[config.mk]
export PLATFORM = sky130hd
export DESIGN_NAME = pr_role_quiesce_ctrl_flat
export DESIGN_NICKNAME = d
export VERILOG_FILES = /design/src/rtl/pr_role_quiesce_ctrl_if.sv /design/src/rtl/pr_role_quiesce_ctrl.sv /design/src/flat_wrapper.sv
export SDC_FILE = /design/constraint.sdc
export NUM_CORES = 1
export LEC_CHECK = 0
export BUFFER_PORTS_ARGS = -buffer_cell sky130_fd_sc_hd__buf_4
export CAP_MARGIN = 40
export CORE_MARGIN = 5
export CORE_UTILIZATION = 59
export CTS_BUF_LIST = sky130_fd_sc_hd__clkbuf_4 sky130_fd_sc_hd__clkbuf_8
export DETAILED_ROUTE_END_ITERATION = 10
export PLACE_DENSITY_LB_ADDON = 0.3
export SLEW_MARGIN = 20
export SYNTH_ARGS = -nofsm -noshare
export SYNTH_HDL_FRONTEND = slang
export SYNTH_SLANG_ARGS = --single-unit
[constraint.sdc]
create_clock -name CLK_IN_250 -period 4.35 [get_ports CLK_IN_250]
set_input_delay 0.435 -clock CLK_IN_250 [delete_from_list [all_inputs] [get_ports CLK_IN_250]]
set_output_delay 0.435 -clock CLK_IN_250 [all_outputs]
set_load 0.01 [all_outputs]
[src/rtl/pr_role_quiesce_ctrl_if.sv]
`default_nettype none
// ============================================================================
// Module      : pr_role_quiesce_ctrl_if
// Description : Address-channel handshake and response-monitor bundle used by
//               the partial-reconfiguration quiesce controller.
//                 role_aw*/role_ar*  : role-facing side of the AW/AR valid/ready
//                 s_aw*/s_ar*        : static-facing side of the AW/AR valid/ready
//                 bvalid/bready      : write-response handshake (monitored only)
//                 rvalid/rready/rlast: read-data handshake (monitored only)
//               Modports:
//                 master : the quiesce controller (drives s_*valid, role_*ready)
//                 slave  : the surrounding role/static fabric
// Revision    : 1.0  initial release
// ============================================================================
interface pr_role_quiesce_ctrl_if;
   logic role_awvalid;
   logic role_awready;
   logic s_awvalid;
   logic s_awready;
   logic role_arvalid;
   logic role_arready;
   logic s_arvalid;
   logic s_arready;
   logic bvalid;
   logic bready;
   logic rvalid;
   logic rready;
   logic rlast;

   modport master (
      input  role_awvalid, s_awready, role_arvalid, s_arready,
      input  bvalid, bready, rvalid, rready, rlast,
      output s_awvalid, role_awready, s_arvalid, role_arready
   );

   modport slave (
      output role_awvalid, s_awready, role_arvalid, s_arready,
      output bvalid, bready, rvalid, rready, rlast,
      input  s_awvalid, role_awready, s_arvalid, role_arready
   );
endinterface
`default_nettype wire

[src/rtl/pr_role_quiesce_ctrl.sv]
`default_nettype none
// ============================================================================
// Module      : pr_role_quiesce_ctrl
// Description : Sequences safe partial reconfiguration of one role's AXI4
//               master path. Sits on the AW/AR valid/ready pairs, tracks
//               outstanding writes/reads from the B and R (rlast) handshakes,
//               and on decouple_req blocks new addresses, drains, then raises
//               decouple and holds the role in reset.
// Ports       : CLK_IN_250    sole clock
//               AXI_RESET_N   synchronous active-low reset
//               axi           handshake bundle (master modport)
//               decouple_req  level request from static AXI-lite register
//               decouple      1 = static side isolates all role AXI signals
//               role_reset_n  active-low reset to the role
//               status        {timeout_flag, cnt_err, decouple}
// Options     : PR_QUIESCE_TIMEOUT_EN - when defined, BLOCK is bounded by
//               TIMEOUT_CYCLES and a forced decouple sets timeout_flag.
// Revision    : 1.0  initial release
// ============================================================================
module pr_role_quiesce_ctrl #(
   parameter int OUTS_W          = 4,
   parameter int RST_HOLD_CYCLES = 16,
   parameter int TIMEOUT_CYCLES  = 65535
) (
   input  logic                          CLK_IN_250,
   input  logic                          AXI_RESET_N,
   pr_role_quiesce_ctrl_if.master        axi,
   input  logic                          decouple_req,
   output logic                          decouple,
   output logic                          role_reset_n,
   output logic [2:0]                    status
);

   localparam logic [OUTS_W-1:0] CNT_MAX   = '1;
   localparam int                HOLD_W    = (RST_HOLD_CYCLES > 2) ? $clog2(RST_HOLD_CYCLES) : 1;
   localparam logic [HOLD_W-1:0] HOLD_LOAD = HOLD_W'(RST_HOLD_CYCLES - 1);

   typedef enum logic [1:0] {
      ST_RUN       = 2'd0,
      ST_BLOCK     = 2'd1,
      ST_DECOUPLED = 2'd2,
      ST_RELEASE   = 2'd3
   } state_t;

   state_t              state;
   state_t              state_nxt;
   logic [OUTS_W-1:0]   wr_cnt;
   logic [OUTS_W-1:0]   rd_cnt;
   logic                aw_hold;
   logic                ar_hold;
   logic                cnt_err;
   logic                timeout_flag;
   logic                tmo_hit;
   logic [HOLD_W-1:0]   hold_cnt;
   logic                por_busy;

   logic                block;
   logic                live;
   logic                pass_aw;
   logic                pass_ar;
   logic                aw_acc;
   logic                ar_acc;
   logic                b_done;
   logic                r_done;
   logic                drained;
   logic                enter_dec;

   // -------------------------------------------------------------------------
   // Address-channel gating. A valid already presented to the static side
   // (aw_hold/ar_hold) always passes so it is never withdrawn mid-handshake.
   // -------------------------------------------------------------------------
   assign block   = (state != ST_RUN);
   assign live    = (state == ST_RUN) || (state == ST_BLOCK);
   assign pass_aw = (!block && (wr_cnt != CNT_MAX)) || aw_hold;
   assign pass_ar = (!block && (rd_cnt != CNT_MAX)) || ar_hold;

   assign axi.s_awvalid    = axi.role_awvalid & pass_aw;
   assign axi.role_awready = axi.s_awready    & pass_aw;
   assign axi.s_arvalid    = axi.role_arvalid & pass_ar;
   assign axi.role_arready = axi.s_arready    & pass_ar;

   assign aw_acc = axi.s_awvalid & axi.s_awready;
   assign ar_acc = axi.s_arvalid & axi.s_arready;
   assign b_done = axi.bvalid & axi.bready;
   assign r_done = axi.rvalid & axi.rready & axi.rlast;

   assign drained   = (wr_cnt == '0) && (rd_cnt == '0) && !aw_hold && !ar_hold;
   assign enter_dec = (state == ST_BLOCK) && (state_nxt == ST_DECOUPLED);

   // -------------------------------------------------------------------------
   // State machine
   // -------------------------------------------------------------------------
   always_ff @(posedge CLK_IN_250) begin
      if (!AXI_RESET_N) begin
         state <= ST_RUN;
      end else begin
         state <= state_nxt;
      end
   end

   always_comb begin
      state_nxt = state;
      case (state)
         ST_RUN: begin
            if (decouple_req) state_nxt = ST_BLOCK;
         end
         ST_BLOCK: begin
            if (drained || tmo_hit)  state_nxt = ST_DECOUPLED;
            else if (!decouple_req)  state_nxt = ST_RUN;
         end
         ST_DECOUPLED: begin
            if (!decouple_req) state_nxt = ST_RELEASE;
         end
         ST_RELEASE: begin
            if (hold_cnt == '0) state_nxt = ST_RUN;
         end
         default: state_nxt = ST_RUN;
      endcase
   end

   // -------------------------------------------------------------------------
   // Outstanding counters. Simultaneous increment and decrement cancel; an
   // underflow attempt leaves the counter at zero and flags cnt_err. Counters
   // are frozen while decoupled and zeroed on entry to DECOUPLED.
   // -------------------------------------------------------------------------
   always_ff @(posedge CLK_IN_250) begin
      if (!AXI_RESET_N) begin
         wr_cnt  <= '0;
         rd_cnt  <= '0;
         aw_hold <= 1'b0;
         ar_hold <= 1'b0;
         cnt_err <= 1'b0;
      end else begin
         aw_hold <= enter_dec ? 1'b0 : (axi.s_awvalid & ~axi.s_awready);
         ar_hold <= enter_dec ? 1'b0 : (axi.s_arvalid & ~axi.s_arready);

         if (live && ((b_done && !aw_acc && (wr_cnt == '0)) ||
                      (r_done && !ar_acc && (rd_cnt == '0)))) begin
            cnt_err <= 1'b1;
         end

         if (enter_dec) begin
            wr_cnt <= '0;
            rd_cnt <= '0;
         end else if (live) begin
            if (aw_acc && !b_done) begin
               if (wr_cnt != CNT_MAX) wr_cnt <= wr_cnt + 1'b1;
            end else if (b_done && !aw_acc) begin
               if (wr_cnt != '0) wr_cnt <= wr_cnt - 1'b1;
            end

            if (ar_acc && !r_done) begin
               if (rd_cnt != CNT_MAX) rd_cnt <= rd_cnt + 1'b1;
            end else if (r_done && !ar_acc) begin
               if (rd_cnt != '0) rd_cnt <= rd_cnt - 1'b1;
            end
         end
      end
   end

   // -------------------------------------------------------------------------
   // Role reset hold. One down-counter serves both the power-on hold after
   // AXI_RESET_N and the post-release hold; DECOUPLED reloads it and ends any
   // power-on hold still running, since RELEASE provides its own full hold.
   // -------------------------------------------------------------------------
   always_ff @(posedge CLK_IN_250) begin
      if (!AXI_RESET_N) begin
         hold_cnt <= HOLD_LOAD;
         por_busy <= 1'b1;
      end else begin
         case (state)
            ST_DECOUPLED: begin
               hold_cnt <= HOLD_LOAD;
               por_busy <= 1'b0;
            end
            ST_RELEASE: begin
               if (hold_cnt != '0) hold_cnt <= hold_cnt - 1'b1;
            end
            default: begin
               if (por_busy) begin
                  if (hold_cnt == '0) por_busy <= 1'b0;
                  else                hold_cnt <= hold_cnt - 1'b1;
               end
            end
         endcase
      end
   end

   // -------------------------------------------------------------------------
   // Drain timeout
   // -------------------------------------------------------------------------
`ifdef PR_QUIESCE_TIMEOUT_EN
   localparam int TMO_W = $clog2(TIMEOUT_CYCLES + 1);

   logic [TMO_W-1:0] tmo_cnt;

   assign tmo_hit = (state == ST_BLOCK) && (tmo_cnt == TMO_W'(TIMEOUT_CYCLES - 1));

   always_ff @(posedge CLK_IN_250) begin
      if (!AXI_RESET_N) begin
         tmo_cnt      <= '0;
         timeout_flag <= 1'b0;
      end else begin
         if (state == ST_BLOCK) tmo_cnt <= tmo_cnt + 1'b1;
         else                   tmo_cnt <= '0;
         // A drain that completes on the last allowed cycle is not a timeout.
         if (tmo_hit && !drained) timeout_flag <= 1'b1;
      end
   end
`else
   // Without the timeout option BLOCK waits indefinitely; TIMEOUT_CYCLES is
   // referenced here only so the parameter stays part of the interface.
   logic unused_tmo;
   assign unused_tmo   = (TIMEOUT_CYCLES == 0);
   assign tmo_hit      = 1'b0;
   assign timeout_flag = 1'b0;
`endif

   // -------------------------------------------------------------------------
   // Outputs
   // -------------------------------------------------------------------------
   assign decouple     = (state == ST_DECOUPLED) || (state == ST_RELEASE);
   assign role_reset_n = live && !por_busy;
   assign status       = {timeout_flag, cnt_err, decouple};

endmodule
`default_nettype wire

[src/flat_wrapper.sv]
// flat-port wrapper written by rule: the top's interface ports become plain ports
module pr_role_quiesce_ctrl_flat 
#(
   parameter int OUTS_W          = 4,
   parameter int RST_HOLD_CYCLES = 16,
   parameter int TIMEOUT_CYCLES  = 65535
)
  (CLK_IN_250, AXI_RESET_N, decouple_req, decouple, role_reset_n, status, axi_role_awvalid, axi_s_awready, axi_role_arvalid, axi_s_arready, axi_bvalid, axi_bready, axi_rvalid, axi_rready, axi_rlast, axi_s_awvalid, axi_role_awready, axi_s_arvalid, axi_role_arready);
  pr_role_quiesce_ctrl_if axi_i ();
  input  logic CLK_IN_250;
  input  logic AXI_RESET_N;
  input  logic decouple_req;
  output logic decouple;
  output logic role_reset_n;
  output logic [2:0] status;
  input wire logic [$bits(axi_i.role_awvalid)-1:0] axi_role_awvalid;
  input wire logic [$bits(axi_i.s_awready)-1:0] axi_s_awready;
  input wire logic [$bits(axi_i.role_arvalid)-1:0] axi_role_arvalid;
  input wire logic [$bits(axi_i.s_arready)-1:0] axi_s_arready;
  input wire logic [$bits(axi_i.bvalid)-1:0] axi_bvalid;
  input wire logic [$bits(axi_i.bready)-1:0] axi_bready;
  input wire logic [$bits(axi_i.rvalid)-1:0] axi_rvalid;
  input wire logic [$bits(axi_i.rready)-1:0] axi_rready;
  input wire logic [$bits(axi_i.rlast)-1:0] axi_rlast;
  output wire logic [$bits(axi_i.s_awvalid)-1:0] axi_s_awvalid;
  output wire logic [$bits(axi_i.role_awready)-1:0] axi_role_awready;
  output wire logic [$bits(axi_i.s_arvalid)-1:0] axi_s_arvalid;
  output wire logic [$bits(axi_i.role_arready)-1:0] axi_role_arready;
  assign axi_i.role_awvalid = axi_role_awvalid;
  assign axi_i.s_awready = axi_s_awready;
  assign axi_i.role_arvalid = axi_role_arvalid;
  assign axi_i.s_arready = axi_s_arready;
  assign axi_i.bvalid = axi_bvalid;
  assign axi_i.bready = axi_bready;
  assign axi_i.rvalid = axi_rvalid;
  assign axi_i.rready = axi_rready;
  assign axi_i.rlast = axi_rlast;
  assign axi_s_awvalid = axi_i.s_awvalid;
  assign axi_role_awready = axi_i.role_awready;
  assign axi_s_arvalid = axi_i.s_arvalid;
  assign axi_role_arready = axi_i.role_arready;
  pr_role_quiesce_ctrl #(.OUTS_W(OUTS_W), .RST_HOLD_CYCLES(RST_HOLD_CYCLES), .TIMEOUT_CYCLES(TIMEOUT_CYCLES)) u_core (.CLK_IN_250(CLK_IN_250), .AXI_RESET_N(AXI_RESET_N), .axi(axi_i), .decouple_req(decouple_req), .decouple(decouple), .role_reset_n(role_reset_n), .status(status));
endmodule
After elaboration in Yosys (flattened, before gate mapping) --
Cells that the tools add are included.
Operators by class: equality and inequality tests 10, bitwise operators 14, reduce and logical (&&, ||, !) cells 44, muxes and demuxes 21, $add $sub $neg 5
Operators with widths (number):
- two-way mux 4 bit | 11
- logical AND 1 bit | 14
- zero test 4 bit | 3
- nonzero test 4 bit | 3
- subtractor 4 x 1 -> 4 bit, second input constant | 3
- AND 1 bit | 11
- two-way mux 2 bit | 5
- nonzero test 2 bit | 5
- adder 4 x 1 -> 4 bit, second input constant | 2
- zero test 1 bit | 8
- != test 4 bit, second input constant | 2
- case mux 2 bit (4 select lines) | 1
- case mux 4 bit (2 select lines) | 1
- AND reduction 4 bit | 2
- == test 2 bit, second input constant | 3
- logical OR 1 bit | 5
- != test 2 x 1 -> 1 bit, second input constant | 2
- != test 3 bit, second input constant | 1
- inverter 1 bit | 3
- AND reduction 3 bit | 1
- nonzero test 3 bit | 1
- == test 2 x 1 -> 1 bit, second input constant | 1
- zero test 2 bit | 1
- two-way mux 1 bit | 2
- other kinds (3) | 3
Word-level totals: input bits 12, flip-flop bits (word level) 18, logic and storage cells 102

Depth between registers and ports, before layout --
Gate-level depths: netlist of the first run.
depth in word-level cells 11, gate-level depth with buffers 10

Least setup slack after synthesis of the first run --
Ideal clock, no wire load.
kind input to register, start point in axi_rlast, end point reg u_core.rd_cnt[3], cell stages on the path 9, slack 2105 ps, data arrival time 2125 ps, data required time 4229 ps, library setup time 121 ps, path through and3_1 -> or2_2 -> nor2_1 -> inv_1 -> ha_1 -> a31oi_1 -> nand2_1 -> nand3_1 -> mux2_2
Between the ends: cells in the longest elaborated chain, start to end 5
Ends and longest elaborated chain:
- start, declared | RTL line flat_wrapper.sv:24 | input wire logic [$bits(axi_i.rlast)-1:0] axi_rlast;
- AND 1 bit (*) | RTL line pr_role_quiesce_ctrl.sv:85 | assign r_done = axi.rvalid & axi.rready & axi.rlast;
- zero test 1 bit | RTL line pr_role_quiesce_ctrl.sv:152 | if (ar_acc && !r_done) begin
- logical AND 1 bit | RTL line pr_role_quiesce_ctrl.sv:152
- != test 2 bit (no line) / nonzero test 2 bit (equally long branches)
- AND reduction 4 bit (no line)
- end signal, assigned | RTL line pr_role_quiesce_ctrl.sv:153 | if (rd_cnt != CNT_MAX) rd_cnt <= rd_cnt + 1'b1;
- end signal, assigned | RTL line pr_role_quiesce_ctrl.sv:155 | if (rd_cnt != '0) rd_cnt <= rd_cnt - 1'b1;
- end, declared | RTL line pr_role_quiesce_ctrl.sv:48 | logic [OUTS_W-1:0] rd_cnt;
Mark *: on every way between the ends. The rest lies on a longest branch, timed or not. A chain may end at the register's enable or synchronous reset.

Final worst setup path of the first run --
start point reg u_core.state[1], end point reg u_core.wr_cnt[3]
Between the ends: cells in the longest elaborated chain, start to end 10
Ends and longest elaborated chain:
- start, declared | RTL line pr_role_quiesce_ctrl.sv:45 | state_t state;
- start signal, assigned | RTL line pr_role_quiesce_ctrl.sv:97 | state <= state_nxt;
- nonzero test 2 bit | RTL line pr_role_quiesce_ctrl.sv:72 | assign block = (state != ST_RUN);
- zero test 1 bit | RTL line pr_role_quiesce_ctrl.sv:74 | assign pass_aw = (!block && (wr_cnt != CNT_MAX)) || aw_hold;
- logical AND 1 bit | RTL line pr_role_quiesce_ctrl.sv:74
- logical OR 1 bit | RTL line pr_role_quiesce_ctrl.sv:74
- AND 1 bit | RTL line pr_role_quiesce_ctrl.sv:77 | assign axi.s_awvalid = axi.role_awvalid & pass_aw;
- AND 1 bit | RTL line pr_role_quiesce_ctrl.sv:82 | assign aw_acc = axi.s_awvalid & axi.s_awready;
- zero test 1 bit | RTL line pr_role_quiesce_ctrl.sv:148 | end else if (b_done && !aw_acc) begin
- logical AND 1 bit | RTL line pr_role_quiesce_ctrl.sv:148
- nonzero test 2 bit (no line)
- AND reduction 4 bit (no line)
- end signal, assigned | RTL line pr_role_quiesce_ctrl.sv:147 | if (wr_cnt != CNT_MAX) wr_cnt <= wr_cnt + 1'b1;
- end signal, assigned | RTL line pr_role_quiesce_ctrl.sv:149 | if (wr_cnt != '0) wr_cnt <= wr_cnt - 1'b1;
- end, declared | RTL line pr_role_quiesce_ctrl.sv:47 | logic [OUTS_W-1:0] wr_cnt;
Parallel ways exist; a longest one is shown, timed or not.

==> results of run 1 <==
## state kept, by name (all words and copies together), names as in the netlist
name	flops
u_core.cnt_err	1
u_core.state	2
u_core.por_busy	1
u_core.aw_hold	1
u_core.ar_hold	1
u_core.hold_cnt	4
u_core.rd_cnt	4
u_core.wr_cnt	4
## logic make-up after synthesis
group	Yosys count	synth area share, %
multiplexers	6	5.439
AND/OR/NAND/NOR	57	26.53
buffers and inverters	12	6.436
XOR/XNOR	8	6.215
other	1	0.3326
flip-flops	18	31.96
adder cells (fa/ha/maj)	6	7.325
AO/OA/AOI/OAI	25	15.76
## layout make-up
type	count	area share, %
tap	25	2.437
timing repair buffer	19	11.11
sequential	18	28.07
multi-input combinational	103	54.09
clock buffer	4	2.827
inverter	5	1.462
## synthesized netlist by cell type
library cell  number
a21oi_2            1
mux2i_1            5
nor2_1            18
conb_1             1
nor4b_1            1
nand2_1           13
ha_1               5
and3_1             1
o31ai_4            1
o21ai_2            1
nand4_1            2
nor4_1             2
xnor2_1            4
xor2_1             4
nand3_2            1
or2_2              1
and2_1             3
nand3_1            3
o21a_1             2
nand2b_1           1
a21o_1             2
buf_4              3
nand3b_1           1
o21ai_0            6
clkbuf_1           1
buf_6              2
mux2_2             1
dfxtp_1           18
nor4_2             2
fa_1               1
inv_1              5
a21oi_1            3
a22oi_1            1
nor2b_1            4
a31oi_1            3
o22ai_1            1
buf_2              1
or3_1              1
a2bb2oi_1          1
o211ai_1           3
nor3b_1            3
## worst max path at each step
stage | start | slack [ns] | to
finish | u_core.state[1] | 1.69 | u_core.wr_cnt[3]
floorplan | axi_rlast | 2.10 | u_core.rd_cnt[3]
CTS | u_core.state[1] | 1.69 | u_core.wr_cnt[3]
global placement | u_core.state[1] | 1.82 | u_core.wr_cnt[3]
global route | u_core.state[1] | 1.51 | u_core.wr_cnt[3]
detailed placement | u_core.state[1] | 1.71 | u_core.wr_cnt[3]
## metrics by stage
stage	hold slack (ns)	utilization (%)	power (mW)	setup slack, ns	cells
after detailed placement	0.4868	70.71	0.6444	1.709	170
after global placement	0.4560	70.71	0.6239	1.817	170
after floorplan	0.4416	-	0.5626	2.105	133
after CTS	0.2763	72.77	0.7538	1.693	174
after global routing	0.2842	72.77	0.8105	1.514	174
final	0.2814	72.77	0.7510	1.688	174
## worst reg2reg max path, delay by kind of cell (launching register included)
family	cells	cell delay [ns]
flops	1	0.71
compound gates	3	0.60
simple gates	4	0.55
mux	1	0.27
fa+ha+maj	1	0.25
xor+xnor	1	0.17
## per-layer routing
metal	up-vias	GRT usage [%]	wire, um
li1	495	-	-
met1	452	19.70	1005
met2	19	32.86	1206
met3	7	3.047	87
met4	0	10.64	61
met5	-	0	0
## power breakdown
| part | switching (mW) | internal (mW) | total [mW] |
|---|---|---|---|
| combinational | 0.178 | 0.175 | 0.353 |
| clock | 0.0602 | 0.0512 | 0.111 |
| sequential | 0.0727 | 0.214 | 0.287 |
| total | 0.311 | 0.440 | 0.751 |
==> results.toml, run 1 <==
[critical_path]
end_kind = "flop"
required_ns = 4.55
path_depth = 10
cp.arrival_ns = 2.86
r2r_cells = 10
critPathLaunchType = "flop"
critPathMaxStageDelay_ns = 0.71
reg2reg_to = "u_core.wr_cnt[3]"
crit_buf_inv = 0
crit_path_max_fanout = 16
r2r_start = "u_core.state[1]"
cp_top_family = "flip-flops"
path_cells = "nor2_1 > a21o_1 > and2_1 > nand3_1 > ha_1 > a21o_1 > a21oi_1 > mux2i_1 > xor2_1 > nor2_1"
setup.worst_path.class = "flop to flop"
cpMaxStageDelayCell = "dfxtp_1"
r2r_slack_ns = 1.69

[cts]
cts_resized = 0
hold_buffers = 0
clk_pin_slew_worst_paths_ns = 0.11
clock-sinks = 18
cts-buffers-inserted = 3
clkLatencyLatePin_ns = 0.31
htreeDepth = 1
clockBufferDepth = 2
cts_tree = "done"
postCtsSetupRepairBufs = 0
cts-root-buf = "clkbuf_4"

[timing]
tns_ns = 0
setup_viol = 0
fmax_mhz = 375.7
finClkSkew_ns = 0.002110
finalCritPeriodShare_pct = 61.19
tightest_slew_ns = 0.5793
hold_violations = 0
period_minus_slack_ns = 2.662
rsz0062_at_grt = "false"
final_max_slew_viol_count = 0
max_slew_margin_pct = 61.33

[yosys]
synth_area_per_cell_um2 = 8.476
synth_cell_types = 41
netlist_area_um2 = 1127
synth.net_count = 151
yosysWarnings = 0
yosys.area.top_type = "dfxtp_1"
synth_sequential_area_ratio_pct = 31.96
synth_top_area_share_pct = 31.96
ys_seq_elements = 18
synth_cells = 133
synth_top_cells_by_area = "dfxtp_1 (32%), nor2_1 (6.0%), ha_1 (5.5%)"

[finish]
final_area_um2 = 1284
final_common_cell = "buf_4"
antenna_cells = 0
layout_common_cells = "buf_4 (19), nor2_1 (18), dfxtp_1 (18), nand2_1 (13), o21ai_0 (6)"
final.fill_count = 159
area_delta_synth_final_pct = 13.87
nets = 168
multi_input_area_um2 = 694.4
seqCellArea_um2 = 360.3
drive_gt1_share_pct = 20.81

[global_routing]
grt_pass1_wl_mm = 3.843
grt.total_usage_pct = 18.22
grt_pass1_vias = 931
grt_max_degree = 17
antenna_found_initial = 0
grt.overflow.total = 0

[floorplan]
die_h_um = 53.71
die_x_um = 53.71
core_um2 = 1764
rows = 15
dieArea_um2 = 2885
start_util_pct = 63.90
ios = 21

[power]
ir_drop_uv = 348.6
powerDensity_nw_per_um2 = 585.0
cellLeakagePower_nw = 0.5457

[status]
status = "complete, no violations"

[route]
route.detailed.drc = 0
drtIter0Drc = 7
first_pass_iters = 4
ant_nets = 0
totalWireLength_mm = 2.362
routedWlPerCell_um = 13.57
dr_total_vias = 973
via_per_inst = 5.592

[placed_design]
place_congestion = 0.8646
hpwl_mm = 1.853
place_area_um2 = 1247
port_buffers = 19

[worst_hold_path]
hp-start = "axi_s_arready"
hold_path_depth = 2
hold_path.class = "input port to flop"
min_to = "u_core.ar_hold"

[flow_run]
max_cap_viol_count = 0
(Power assumes the default switching activity.)
==> run 2: changes to the inputs <==
--- a/config.mk
+++ b/config.mk
@@ -8,7 +8,7 @@
 export BUFFER_PORTS_ARGS = -buffer_cell sky130_fd_sc_hd__buf_4
 export CAP_MARGIN = 40
 export CORE_MARGIN = 5
-export CORE_UTILIZATION = 59
+export CORE_UTILIZATION = 57
 export CTS_BUF_LIST = sky130_fd_sc_hd__clkbuf_4 sky130_fd_sc_hd__clkbuf_8
 export DETAILED_ROUTE_END_ITERATION = 10
 export PLACE_DENSITY_LB_ADDON = 0.3
==> constraint.sdc (replaced) <==
create_clock -name CLK_IN_250 -period 2.6 [get_ports CLK_IN_250]
set_input_delay 0.26 -clock CLK_IN_250 [delete_from_list [all_inputs] [get_ports CLK_IN_250]]
set_output_delay 0.26 -clock CLK_IN_250 [all_outputs]
set_load 0.01 [all_outputs]
==> run 2 against run 1 <==
- routed wire length shrank 2.2%
- via count increased by 2.1%
- utilization shrank 4.7 points
- critical endpoint unchanged
- highest routed layer unchanged
==> results.toml, run 2 (synthesized netlist as in run 1, its figures left out) <==
[status]
status = "complete, no violations"

[global_routing]
grt_max_degree = 16
grt_pass1_vias = 939
grt_pass1_wl_mm = 3.939
grt.overflow.total = 0
grt.total_usage_pct = 17.89
antenna_found_initial = 0

[route]
ant_nets = 0
routedWlPerCell_um = 12.91
dr_total_vias = 993
route.detailed.drc = 0
totalWireLength_mm = 2.310
first_pass_iters = 4
drtIter0Drc = 28
via_per_inst = 5.547

[power]
cellLeakagePower_nw = 0.5610
powerDensity_nw_per_um2 = 970.5
ir_drop_uv = 641.9

[timing]
fmax_mhz = 428.0
tns_ns = 0
final_max_slew_viol_count = 0
max_slew_margin_pct = 65.10
setup_viol = 0
finalCritPeriodShare_pct = 89.87
fin_hold_ws_ns = 0.1194
finClkSkew_ns = 0.008851
hold_violations = 0
period_minus_slack_ns = 2.337
rsz0062_at_grt = "false"
tightest_slew_ns = 0.5180
layout_setup_ws_ns = 0.2634

[placed_design]
place_ws_ns = 0.2868
port_buffers = 19
place_congestion = 0.8169
hpwl_mm = 1.747

[cts]
hold_buffers = 0
clk_pin_slew_worst_paths_ns = 0.11
cts_resized = 0
postCtsSetupRepairBufs = 0
htreeDepth = 1
clkLatencyLatePin_ns = 0.30
cts-root-buf = "clkbuf_4"
clock-sinks = 18
cts_tree = "done"
clockBufferDepth = 2
cts-buffers-inserted = 3

[critical_path]
cpMaxStageDelayCell = "dfxtp_1"
cp.arrival_ns = 2.54
path_common_cell = "a21o_1"
critPathLaunchType = "flop"
cp_top_family = "simple AND/OR/NAND/NOR gates"
crit_buf_inv = 0
end_kind = "flop"
crit_path_max_fanout = 5
required_ns = 2.80
path_cells = "nand4_1 > a21o_1 > and2_1 > nand3_1 > ha_1 > a21o_1 > a21oi_1 > mux2i_1 > xor2_1 > nor2_1"
critPathMaxStageDelay_ns = 0.48
setup.worst_path.class = "flop to flop"

[finish]
area_delta_synth_final_pct = 16.09
nets = 171
top_regs = "u_core.hold_cnt: 4 flops, u_core.rd_cnt: 4 flops, u_core.wr_cnt: 4 flops"
final_common_cell = "buf_4"
antenna_cells = 0
layout_common_cells = "buf_4 (22), nor2_1 (18), dfxtp_1 (18), nand2_1 (13), o21ai_0 (6)"
drive_gt1_share_pct = 22.37

[floorplan]
die_x_um = 54.47
die_h_um = 54.47
dieArea_um2 = 2967
rows = 16
ios = 21
start_util_pct = 58.66
core_um2 = 1922

[flow_run]
max_cap_viol_count = 0

[worst_hold_path]
hold_path.class = "input port to flop"
-- run 2: changes by cell type in the layout (fill, tap and decap cells not counted) --
cell / previous run / this run
buf_4: 19 / 22
-- run 2: final timing paths --
kind,cells past startpoint,to,slack (ns),from
worst max-delay path,10,u_core.wr_cnt[3],0.26,u_core.wr_cnt[0]
worst min-delay path,2,u_core.ar_hold,0.12,axi_s_arready
worst max register to register,10,u_core.wr_cnt[3],0.26,u_core.wr_cnt[0]
worst min register to register,1,u_core.cnt_err,0.48,u_core.cnt_err
-- run 2: per-layer routing --
metal,share of wire (%),global-route usage (%)
met1,46,21.71
met3,5.6,2.997
met5,0,0
met4,1.1,6.224
met2,48,31.47
-- run 2: stage by stage --
stage               power (mW)  instance area, um^2  std cells  util [%]
floorplan               0.9412                 1127        133         -
global placement         1.068                 1272        175     66.21
detailed placement       1.092                 1272        175     66.21
CTS                      1.274                 1309        179     68.10
global route             1.375                 1309        179     68.10
finish                   1.270                 1309        179     68.10
-- run 2: cell type report --
| class | count | area [um^2] |
|---|---|---|
| Clock buffer | 4 | 36.28 |
| Fill cell | 174 | 613.1 |
| Inverter | 5 | 18.77 |
| Multi-Input combinational cell | 103 | 694.4 |
| Sequential cell | 18 | 360.3 |
| Tap cell | 27 | 33.78 |
| Timing Repair Buffer | 22 | 165.2 |
-- run 2: where the power goes --
group,switching (mW),internal [mW]
logic,0.328,0.312
registers,0.0963,0.359
clock network,0.0894,0.0853
-- run 2: worst reg2reg max path: stages, from the launching register on --
cell and delay [ns]:
dfxtp_1 0.48, nand4_1 0.16, a21o_1 0.22, and2_1 0.19, nand3_1 0.17, ha_1 0.25, a21o_1 0.17, a21oi_1 0.16
mux2i_1 0.23, xor2_1 0.16, nor2_1 0.05
